### src/rtl/hazard_control_unit.sv
// hazard_control_unit
//   Stall/flush/forwarding controller for a 5-stage RV32 pipeline. One registered
//   FSM (IDLE / LOAD_WAIT / MD_BUSY) plus a small down-counter drives the IF/ID,
//   ID/EX and EX/MEM pipeline-register mux selects. The outputs are combinational
//   from the state and the current-cycle hazard inputs, so a hazard is stalled in
//   the same cycle it is seen. EX operand-forward selects are purely combinational.
//   Saturating performance counters track stall cycles and branch flushes.
// Ports
//   clk, rst                      clock, async active-high reset
//   rs1_id/rs2_id, rs*_valid_id   ID-stage sources and their use bits
//   rs1_ex/rs2_ex                 EX-stage sources (forwarding compare)
//   rd_*/we_*                     EX/MEM/WB destinations and write enables
//   load_ex/load_mem              load flags in EX and MEM
//   md_start_ex                   first-cycle pulse of a mul/div in EX
//   branch_taken                  EX redirect
//   cnt_clr                       synchronous perf counter clear
//   do_stall, mux_if_pm, mux_id_pm, ex_hold   pipeline control
//   fwd_a, fwd_b                  00 regfile, 01 MEM, 10 WB
//   stall_cnt, flush_cnt          saturating perf counters
module hazard_control_unit #(
  parameter int REG_AW   = 5,
  parameter int LOAD_LAT = 1,
  parameter int MD_LAT   = 4,
  parameter int FWD_EN   = 1,
  parameter int CNT_W    = 16
) (
  input  logic              clk,
  input  logic              rst,
  input  logic [REG_AW-1:0] rs1_id,
  input  logic [REG_AW-1:0] rs2_id,
  input  logic              rs1_valid_id,
  input  logic              rs2_valid_id,
  input  logic [REG_AW-1:0] rs1_ex,
  input  logic [REG_AW-1:0] rs2_ex,
  input  logic [REG_AW-1:0] rd_ex,
  input  logic              we_ex,
  input  logic              load_ex,
  input  logic              md_start_ex,
  input  logic [REG_AW-1:0] rd_mem,
  input  logic              we_mem,
  input  logic              load_mem,
  input  logic [REG_AW-1:0] rd_wb,
  input  logic              we_wb,
  input  logic              branch_taken,
  input  logic              cnt_clr,
  output logic              do_stall,
  output logic [1:0]        mux_if_pm,
  output logic [1:0]        mux_id_pm,
  output logic              ex_hold,
  output logic [1:0]        fwd_a,
  output logic [1:0]        fwd_b,
  output logic [CNT_W-1:0]  stall_cnt,
  output logic [CNT_W-1:0]  flush_cnt
);

  localparam int MAXL = (LOAD_LAT > MD_LAT) ? LOAD_LAT : MD_LAT;
  localparam int CW   = (MAXL > 1) ? $clog2(MAXL) : 1;

  localparam logic [1:0] S_IDLE = 2'd0;
  localparam logic [1:0] S_LW   = 2'd1;
  localparam logic [1:0] S_MD   = 2'd2;

  localparam logic [1:0] PM_NORM = 2'b00;
  localparam logic [1:0] PM_NOP  = 2'b01;
  localparam logic [1:0] PM_FRZ  = 2'b10;

  // Reload values; the IDLE cycle that detects the event is itself the first
  // stall cycle, so LOAD_WAIT covers LOAD_LAT-1 more cycles and MD_BUSY covers
  // MD_LAT-2 more (mul/div freezes MD_LAT-1 cycles in total).
  localparam logic [CW-1:0] LW_RELOAD = CW'((LOAD_LAT > 1) ? LOAD_LAT - 2 : 0);
  localparam logic [CW-1:0] MD_RELOAD = CW'((MD_LAT > 2) ? MD_LAT - 3 : 0);

  logic [1:0]       state_q, state_d;
  logic [CW-1:0]    cnt_q, cnt_d;
  logic [CNT_W-1:0] stall_cnt_q, flush_cnt_q;
  logic             stall, flush, hold;
  logic [1:0]       if_pm, id_pm;
  logic             hz_load, hz_raw;

  // x0 never matches; an unused source never matches.
  function automatic logic hit(input logic [REG_AW-1:0] src, input logic v,
                               input logic [REG_AW-1:0] rd, input logic we);
    return v & we & (rd != '0) & (src == rd);
  endfunction

  function automatic logic [1:0] fwd_sel(input logic [REG_AW-1:0] src);
    if (hit(src, 1'b1, rd_mem, we_mem & ~load_mem)) return 2'b01;
    if (hit(src, 1'b1, rd_wb, we_wb))               return 2'b10;
    return 2'b00;
  endfunction

  assign hz_load = load_ex & (hit(rs1_id, rs1_valid_id, rd_ex, we_ex) |
                              hit(rs2_id, rs2_valid_id, rd_ex, we_ex));

  // Interlock mode: any in-flight producer in EX or MEM blocks the ID read.
  assign hz_raw = (FWD_EN == 0) &
                  (hit(rs1_id, rs1_valid_id, rd_ex,  we_ex)  |
                   hit(rs2_id, rs2_valid_id, rd_ex,  we_ex)  |
                   hit(rs1_id, rs1_valid_id, rd_mem, we_mem) |
                   hit(rs2_id, rs2_valid_id, rd_mem, we_mem));

  assign fwd_a = (FWD_EN != 0) ? fwd_sel(rs1_ex) : 2'b00;
  assign fwd_b = (FWD_EN != 0) ? fwd_sel(rs2_ex) : 2'b00;

  always_comb begin
    state_d = state_q;
    cnt_d   = cnt_q;
    if_pm   = PM_NORM;
    id_pm   = PM_NORM;
    hold    = 1'b0;
    stall   = 1'b0;
    flush   = 1'b0;
    case (state_q)
      S_IDLE: begin
        if (branch_taken) begin
          if_pm = PM_NOP;
          id_pm = PM_NOP;
          flush = 1'b1;
        end else if (md_start_ex && (MD_LAT > 1)) begin
          if_pm = PM_FRZ;
          id_pm = PM_FRZ;
          hold  = 1'b1;
          stall = 1'b1;
          if (MD_LAT > 2) begin
            state_d = S_MD;
            cnt_d   = MD_RELOAD;
          end
        end else if (hz_load || hz_raw) begin
          if_pm = PM_FRZ;
          id_pm = PM_NOP;
          stall = 1'b1;
          if (LOAD_LAT > 1) begin
            state_d = S_LW;
            cnt_d   = LW_RELOAD;
          end
        end
      end
      S_LW: begin
        if (branch_taken) begin
          if_pm   = PM_NOP;
          id_pm   = PM_NOP;
          flush   = 1'b1;
          state_d = S_IDLE;
        end else begin
          if_pm = PM_FRZ;
          id_pm = PM_NOP;
          stall = 1'b1;
          if (cnt_q == '0) state_d = S_IDLE;
          else             cnt_d   = cnt_q - CW'(1);
        end
      end
      S_MD: begin
        // Branches and hazards wait until the mul/div releases EX.
        if_pm = PM_FRZ;
        id_pm = PM_FRZ;
        hold  = 1'b1;
        stall = 1'b1;
        if (cnt_q == '0) state_d = S_IDLE;
        else             cnt_d   = cnt_q - CW'(1);
      end
      default: state_d = S_IDLE;
    endcase
  end

  always_ff @(posedge clk or posedge rst) begin
    if (rst) begin
      state_q <= S_IDLE;
      cnt_q   <= '0;
    end else begin
      state_q <= state_d;
      cnt_q   <= cnt_d;
    end
  end

  always_ff @(posedge clk or posedge rst) begin
    if (rst) begin
      stall_cnt_q <= '0;
      flush_cnt_q <= '0;
    end else if (cnt_clr) begin
      stall_cnt_q <= '0;
      flush_cnt_q <= '0;
    end else begin
      if (stall && (stall_cnt_q != '1)) stall_cnt_q <= stall_cnt_q + CNT_W'(1);
      if (flush && (flush_cnt_q != '1)) flush_cnt_q <= flush_cnt_q + CNT_W'(1);
    end
  end

  // Held in reset the pipeline sees plain pass-through, whatever the inputs say.
  assign do_stall  = stall & ~rst;
  assign ex_hold   = hold & ~rst;
  assign mux_if_pm = rst ? PM_NORM : if_pm;
  assign mux_id_pm = rst ? PM_NORM : id_pm;
  assign stall_cnt = stall_cnt_q;
  assign flush_cnt = flush_cnt_q;

endmodule
### config.mk
export PLATFORM = sky130hd
export DESIGN_NAME = hazard_control_unit
export DESIGN_NICKNAME = d
export VERILOG_FILES = /design/src/rtl/hazard_control_unit.sv
export SDC_FILE = /design/constraint.sdc
export NUM_CORES = 1
export LEC_CHECK = 0
export ABC_AREA = 1
export BUFFER_PORTS_ARGS = -buffer_cell sky130_fd_sc_hd__buf_2
export CAP_MARGIN = 0
export CORE_ASPECT_RATIO = 1.5
export CORE_MARGIN = 4
export CORE_UTILIZATION = 45
export CTS_CLUSTER_DIAMETER = 200
export DETAILED_ROUTE_END_ITERATION = 7
export GPL_ROUTABILITY_DRIVEN = 0
export PLACE_DENSITY = 0.76
export REMOVE_ABC_BUFFERS = 1
export SLEW_MARGIN = 20
export SYNTH_ARGS = -nofsm -noshare
export SYNTH_HDL_FRONTEND = slang
export SYNTH_SLANG_ARGS = --single-unit
### constraint.sdc
create_clock -name clk -period 1.8 [get_ports clk]
set_clock_uncertainty 0.2 [all_clocks]
set_input_delay 0.36 -clock clk [delete_from_list [all_inputs] [get_ports clk]]
set_output_delay 0.36 -clock clk [all_outputs]
set_load 0.01 [all_outputs]
==> results of run 1 <==
==> kinds of logic (layout without fill, tap and decap cells) <==
family / count (synthesis) / count (layout)
DFF: 36 / 36
adders and majority gates: 7 / 7
and+or+nand+nor: 231 / 232
xor gates and xnor gates: 41 / 41
AOI/OAI and AO/OA: 29 / 29
buffers and inverters: 67 / 224
==> final cells by class <==
type,instances,area share
Clock buffer,7,0.0190
Timing Repair Buffer,158,0.253
Multi-Input combinational cell,309,0.458
Sequential cell,36,0.198
Clock inverter,1,0.00165
Tap cell,74,0.0203
Inverter,58,0.0506
==> power breakdown <==
| group | switching, mW | total [mW] | internal [mW] |
|---|---|---|---|
| clock | 0.300 | 0.611 | 0.311 |
| sequential | 0.0411 | 0.915 | 0.874 |
| combinational | 0.921 | 1.77 | 0.852 |
| total | 1.26 | 3.30 | 2.04 |
==> flip-flops by register name, summed over array words and instances (netlist names) <==
register   flops
state_q        2
flush_cnt     16
stall_cnt     16
cnt_q          2
==> final timing paths <==
kind / start / slack [ns] / end / cells past startpoint
setup / recovery: state_q[1] / -0.34 / mux_if_pm[0] / 8
hold / removal: rst / 0.06 / stall_cnt[11] / 3
setup reg to reg: state_q[1] / -0.17 / cnt_q[0] / 8
hold reg to reg: cnt_q[0] / 0.28 / cnt_q[0] / 2
max in group asynchronous: rst / 0.98 / state_q[0] / 3
min in group clk: cnt_clr / 0.25 / flush_cnt[8] / 2
==> through the flow <==
step | hold WS (ns) | util
floorplan | 0.242 | -
global placement | 0.255 | 0.611
detailed placement | 0.267 | 0.611
CTS | 0.0420 | 0.702
global route | 0.107 | 0.742
finish | 0.0562 | 0.742
==> layout by cell type, fill, tap and decap left out, types with 2 or more instances in the layout <==
| master | n |
|---|---|
| a21oi_1 | 5 |
| a21oi_2 | 2 |
| buf_12 | 2 |
| buf_2 | 80 |
| buf_4 | 53 |
| buf_6 | 17 |
| buf_8 | 4 |
| clkbuf_8 | 6 |
| dfrtp_1 | 36 |
| ha_2 | 3 |
| ha_4 | 3 |
| inv_1 | 48 |
| inv_2 | 6 |
| inv_4 | 2 |
| nand2_1 | 85 |
| nand2_2 | 6 |
| nand2_4 | 5 |
| nand2_8 | 4 |
| nand3_1 | 27 |
| nand3_2 | 11 |
| nand4_1 | 25 |
| nor2_1 | 36 |
| nor2_2 | 9 |
| nor2_4 | 4 |
| nor3_1 | 7 |
| nor3_2 | 3 |
| nor3b_2 | 2 |
| nor4_4 | 2 |
| o21ai_0 | 6 |
| o21ai_1 | 5 |
| o21ai_2 | 3 |
| o31ai_4 | 4 |
| or2_4 | 3 |
| xnor2_1 | 10 |
| xnor2_2 | 2 |
| xor2_1 | 28 |
==> layer usage <==
layer | share of wire | track usage
met5 | 0 | 0
met4 | 0.028 | 0.107
met3 | 0.073 | 0.0410
met2 | 0.54 | 0.463
met1 | 0.36 | 0.270
==> worst max-delay path, delay by kind of cell (launching register included) <==
family,cells,cell delay (ns)
adder cells (fa/ha/maj),1,0.15
buffers and inverters,5,0.50
AO/OA/AOI/OAI,1,0.17
flip-flops,1,0.40
AND/OR/NAND/NOR,1,0.08
==> repair_timing <==
action,in CTS,in global routing
pin swaps,34,16
cloned,3,0
endpoints found under the setup margin,43,46
resized for setup,85,54
setup buffers,19,1
==> impl_metrics.csv, run 1 <==
group,metric,value,unit
place,place_area,3740,um2
worst_setup_path,setup.worst_path.start_class,"flop",
layout,drive_gt1_frac,0.427,
timing,grt_setup_unrepaired,"true",
layout,diodes,0,
outcome,violations,"negative setup slack",
timing,period_share,1.19,
synthesis,synth_simple_gate_area_frac,0.369,
synthesis,netlist_area,2840,um2
synthesis,seq_area_frac_synth,0.318,
power,p_leak,2.44,nW
layout,fin_area,4550,um2
timing,fmax,467,MHz
timing,hold_viol,0,
timing,worst-slew-pin-transition,0.486,ns
clock_tree,hold_buffers,0,
worst_setup_path,crit_top_cell,"inv_2",
worst_setup_path,crit_path_top_delay_cell,"dfrtp_1",
synthesis,synth_common_cells,"95 x nand2_1, 56 x inv_1, 47 x nor2_1",
global_routing,grt_pass1_wl,15.3,mm
route,firstDrtPassIters,5,
global_routing,antenna_found_initial,0,
clock_tree,cts_buffer_depth,2,
synthesis,synth_cell_types,34,
timing,tns,-5.15,ns
synthesis,yosysTopAreaCell,"dfrtp_1",
synthesis,postSynthCellCount,411,
synthesis,synth_compound_area_frac,0.0591,
route,vias,3505,
route,drc,0,
worst_setup_path,worstPathRequired,1.24,ns
floorplanning,die_area,7660,um2
timing,fin_crit,2.14,ns
route,wire_per_inst,16.2,um
power,powerDensity,725,nW/um2
clock_tree,htree_levels,2,
place,placed_cells_incl_taps,618,
synthesis,synth-async-reset-ratio,1.00,
place,pre_cts_ws,-0.151,ns
worst_setup_path,critPathCaptureType,"primary output",
global_routing,grt_max_degree,37,
timing,timing.final.ws_setup,-0.342,ns
floorplanning,die_h,105,um
synthesis,synthXorXnorAreaFrac,0.127,
clock_tree,clk_pin_slew_worst_paths,0.08,ns
place,numPortBuffers,88,
synthesis,yosysWarnings,0,
layout,multi_input_area,2080,um2
clock_tree,cts-root-buf,"clkbuf_8",
global_routing,grt_pass1_vias,3418,
floorplanning,core-area,6130,um2
timing,relSlewSlack,0.676,
layout,area_delta_synth_final,60.5,%
synthesis,synthTopCellsByArea,"dfrtp_1 32%, nand2_1 13%, xor2_1 9.0%",
floorplanning,ioPinCount,89,
synthesis,synth_top_family_by_area,"simple AND/OR/NAND/NOR gates",
layout,num-fill-cells,417,
floorplanning,initial_core_util,0.462,
synthesis,synthFlopType,"dfrtp_1",
job,cap_violations,0,
clock_tree,cts_tree,"done",
route,vias_per_cell,5.45,
power,fin_total_pwr,3.30,mW
power,ir_worst_vdd,0.488,mV
floorplanning,rows,35,
clock_tree,worstSkewPairLatency,0.30,ns
synthesis,synth_top_area_share,0.318,
place,dp_hpwl,6.53,mm
global_routing,grt_usage,0.250,
synthesis,synth_edf_count,0,
worst_setup_path,timing_worst_setup_path_type,"reg -> out",
worst_setup_path,max_stage_delay,0.40,ns
layout,seq_area,901,um2
route,drt-initial-drc-count,232,
synthesis,yosysMostFrequentCell,"nand2_1",
worst_setup_path,worstPathArrival,1.58,ns
clock_tree,cts_buffers,5,
layout,nets,622,
worst_hold_path,hold_path.class,"in -> async",
synthesis,avgSynthCellArea,6.90,um2
timing,setup_viol_count_final,44,
outcome,outcome,"finished, violations left",
route,totalWireLength,10.4,mm
global_routing,grt_overflow,0,
layout,layoutNonFillerInstCount,643,
route,antenna_left,0,
worst_setup_path,crit_chain,"inv_2 -> ha_4 -> inv_2 -> a21oi_2 -> inv_1 -> buf_4 -> nor2_2 -> buf_2",
clock_tree,cts_sinks,36,
floorplanning,die_w,72.8,um
synthesis,yosys_register_bits,36,
worst_setup_path,cp_max_fo,3,
timing,final_max_slew_viol_count,0,
synthesis,synthAdderAreaFrac,0.0309,
synthesis,muxShareOfSynthArea,0,
(Power assumes the default switching activity.)
==> run 2: changes to the inputs <==
--- a/config.mk
+++ b/config.mk
@@ -8,13 +8,16 @@
 export ABC_AREA = 1
 export BUFFER_PORTS_ARGS = -buffer_cell sky130_fd_sc_hd__buf_2
 export CAP_MARGIN = 0
+export CELL_PAD_IN_SITES_DETAIL_PLACEMENT = 0
+export CELL_PAD_IN_SITES_GLOBAL_PLACEMENT = 1
 export CORE_ASPECT_RATIO = 1.5
 export CORE_MARGIN = 4
-export CORE_UTILIZATION = 45
+export CORE_UTILIZATION = 32
 export CTS_CLUSTER_DIAMETER = 200
 export DETAILED_ROUTE_END_ITERATION = 7
 export GPL_ROUTABILITY_DRIVEN = 0
-export PLACE_DENSITY = 0.76
+export PLACE_DENSITY = 0.77
+export RECOVER_POWER = 50
 export REMOVE_ABC_BUFFERS = 1
 export SLEW_MARGIN = 20
 export SYNTH_ARGS = -nofsm -noshare
==> run 2 against run 1 <==
The flow still finishes with violations (negative setup slack). Sequential share of layout area is 0.72 points lower. Largest cell class unchanged. Non-clock buffer count up 10. Largest power group unchanged. Die area rose by 37%. Sequential power about the same. Clock power grew 45%. Sequential cell count stayed put. Routed wire length fell by 7.7%. Power up 7.8%.
==> impl_metrics.csv, run 2 (same netlist as run 1, synthesis figures left out) <==
group,metric,value,unit
place,numPortBuffers,88,
outcome,violations,"negative setup slack",
floorplanning,die_area,10500,um2
global_routing,grt_pass1_wl,14.9,mm
global_routing,antenna_found_initial,0,
worst_hold_path,min_from,"cnt_clr",
route,firstDrtPassIters,4,
worst_setup_path,crit_chain,"inv_2 -> ha_4 -> inv_6 -> nor2_4 -> nand2_2 -> inv_2 -> nor2_2 -> a21oi_2 -> buf_2",
worst_setup_path,reg2regPathDepth,11,
worst_setup_path,crit_path_top_delay_cell,"dfrtp_1",
global_routing,grt_pass1_vias,3347,
timing,period_share,1.17,
timing,hold_viol,0,
layout,fin_area,4720,um2
route,drt-initial-drc-count,112,
timing,relSlewSlack,0.383,
floorplanning,initial_core_util,0.333,
timing,setup_viol_count_final,35,
layout,drive_gt1_frac,0.446,
floorplanning,ioPinCount,89,
clock_tree,cts-root-buf,"clkbuf_16",
layout,final_common_cell,"nand2_1",
clock_tree,cts_tree,"done",
power,p_leak,2.51,nW
clock_tree,hold_buffers,0,
route,drc,0,
floorplanning,die_h,123,um
floorplanning,die_w,84.9,um
timing,tns,-3.06,ns
route,totalWireLength,9.60,mm
timing,final_max_slew_viol_count,0,
floorplanning,rows,41,
place,place_area,3850,um2
global_routing,grt_usage,0.173,
layout,nets,632,
route,antenna_left,0,
worst_setup_path,worstPathRequired,1.24,ns
timing,fin_crit,2.11,ns
route,wire_per_inst,14.0,um
worst_hold_path,hold_path.class,"in -> reg",
worst_setup_path,setup.worst_path.start_class,"flop",
route,vias,3393,
place,dp_hpwl,6.91,mm
worst_setup_path,regToRegStartpoint,"state_q[1]",
floorplanning,core-area,8520,um2
global_routing,grt_max_degree,37,
timing,timing.final.ws_setup,-0.314,ns
layout,final_cell_mix,"87 x nand2_1, 77 x buf_2, 61 x buf_4",
worst_setup_path,critPathCaptureType,"primary output",
timing,grt_setup_unrepaired,"true",
layout,layoutNonFillerInstCount,686,
worst_setup_path,rrSetupSlack,-0.14,ns
power,ir_worst_vdd,0.642,mV
clock_tree,worstSkewPairLatency,0.28,ns
worst_setup_path,cp_max_fo,4,
clock_tree,cts_buffer_depth,2,
route,vias_per_cell,4.95,
power,fin_total_pwr,3.56,mW
worst_hold_path,worstHoldPathCells,2,
clock_tree,htree_levels,2,
place,placed_cells_incl_taps,660,
clock_tree,cts_buffers,5,
clock_tree,cts_sinks,36,
worst_hold_path,min_delay_worst_endpoint,"flush_cnt[4]",
worst_setup_path,max_stage_delay,0.38,ns
power,powerDensity,753,nW/um2
worst_setup_path,crit_top_cell,"inv_2",
layout,diodes,0,
outcome,outcome,"finished, violations left",
worst_setup_path,r2r-end,"flush_cnt[3]",
worst_setup_path,worstPathArrival,1.55,ns
timing,worst-slew-pin-transition,0.926,ns
clock_tree,clk_pin_slew_worst_paths,0.06,ns
job,cap_violations,0,
timing,fmax,473,MHz
layout,area_delta_synth_final,66.6,%
worst_setup_path,timing_worst_setup_path_type,"reg -> out",
global_routing,grt_overflow,0,
[run 2: timing repair]
item                       4_1_cts  5_1_grt
setup endpoints to repair       46       46
buffers inserted                 7       13
pin swaps                       18       43
cloned                           2        1
resized for setup               50      105
[run 2: layer usage]
layer  vias up  wire (um)  track usage
met5         -          0            0
met4         0        341       0.0822
met3        23        535       0.0207
met2       125       5060        0.320
met1      1571       3670        0.196
li1       1674          -            -
[run 2: worst max-delay path by stage]
stage | startpoint | to | cells after the start
3_3_place_gp | rd_ex[2] | mux_if_pm[1] | 10
2_1_floorplan | state_q[0] | flush_cnt[11] | 11
6_report | state_q[1] | mux_if_pm[1] | 9
3_5_place_dp | state_q[0] | flush_cnt[11] | 9
4_1_cts | state_q[1] | mux_if_pm[0] | 8
5_1_grt | state_q[1] | mux_if_pm[1] | 9
[run 2: worst max-delay path, delay by kind of cell (launching register included)]
kind	cells	cell delay (ns)
flip-flops	1	0.38
buffers and inverters	4	0.37
AND/OR/NAND/NOR	3	0.20
adder cells (fa/ha/maj)	1	0.17
AO/OA/AOI/OAI	1	0.15
[run 2: layout make-up]
| cell class | count | area (um2) |
|---|---|---|
| clock buffer | 6 | 139 |
| clock inverter | 2 | 10.0 |
| fill | 787 | 3790 |
| inverter | 58 | 230 |
| multi-input combinational | 309 | 2130 |
| sequential | 36 | 901 |
| tap | 107 | 134 |
| timing repair buffer | 168 | 1180 |
[run 2: power by group]
group	internal (mW)	leakage [nW]	total, mW	switching, mW
registers	0.875	0.495	0.916	0.0407
logic	0.818	1.94	1.76	0.938
clock network	0.545	0.0766	0.883	0.338
[run 2: stage by stage]
step | setup slack, ns | hold slack [ns] | util
final | -0.314 | 0.207 | 0.555
after global routing | -0.417 | 0.212 | 0.555
after CTS | -0.305 | 0.0873 | 0.497
after detailed placement | -0.185 | 0.265 | 0.452
after global placement | -0.168 | 0.253 | 0.452
after floorplan | -0.424 | 0.242 | -
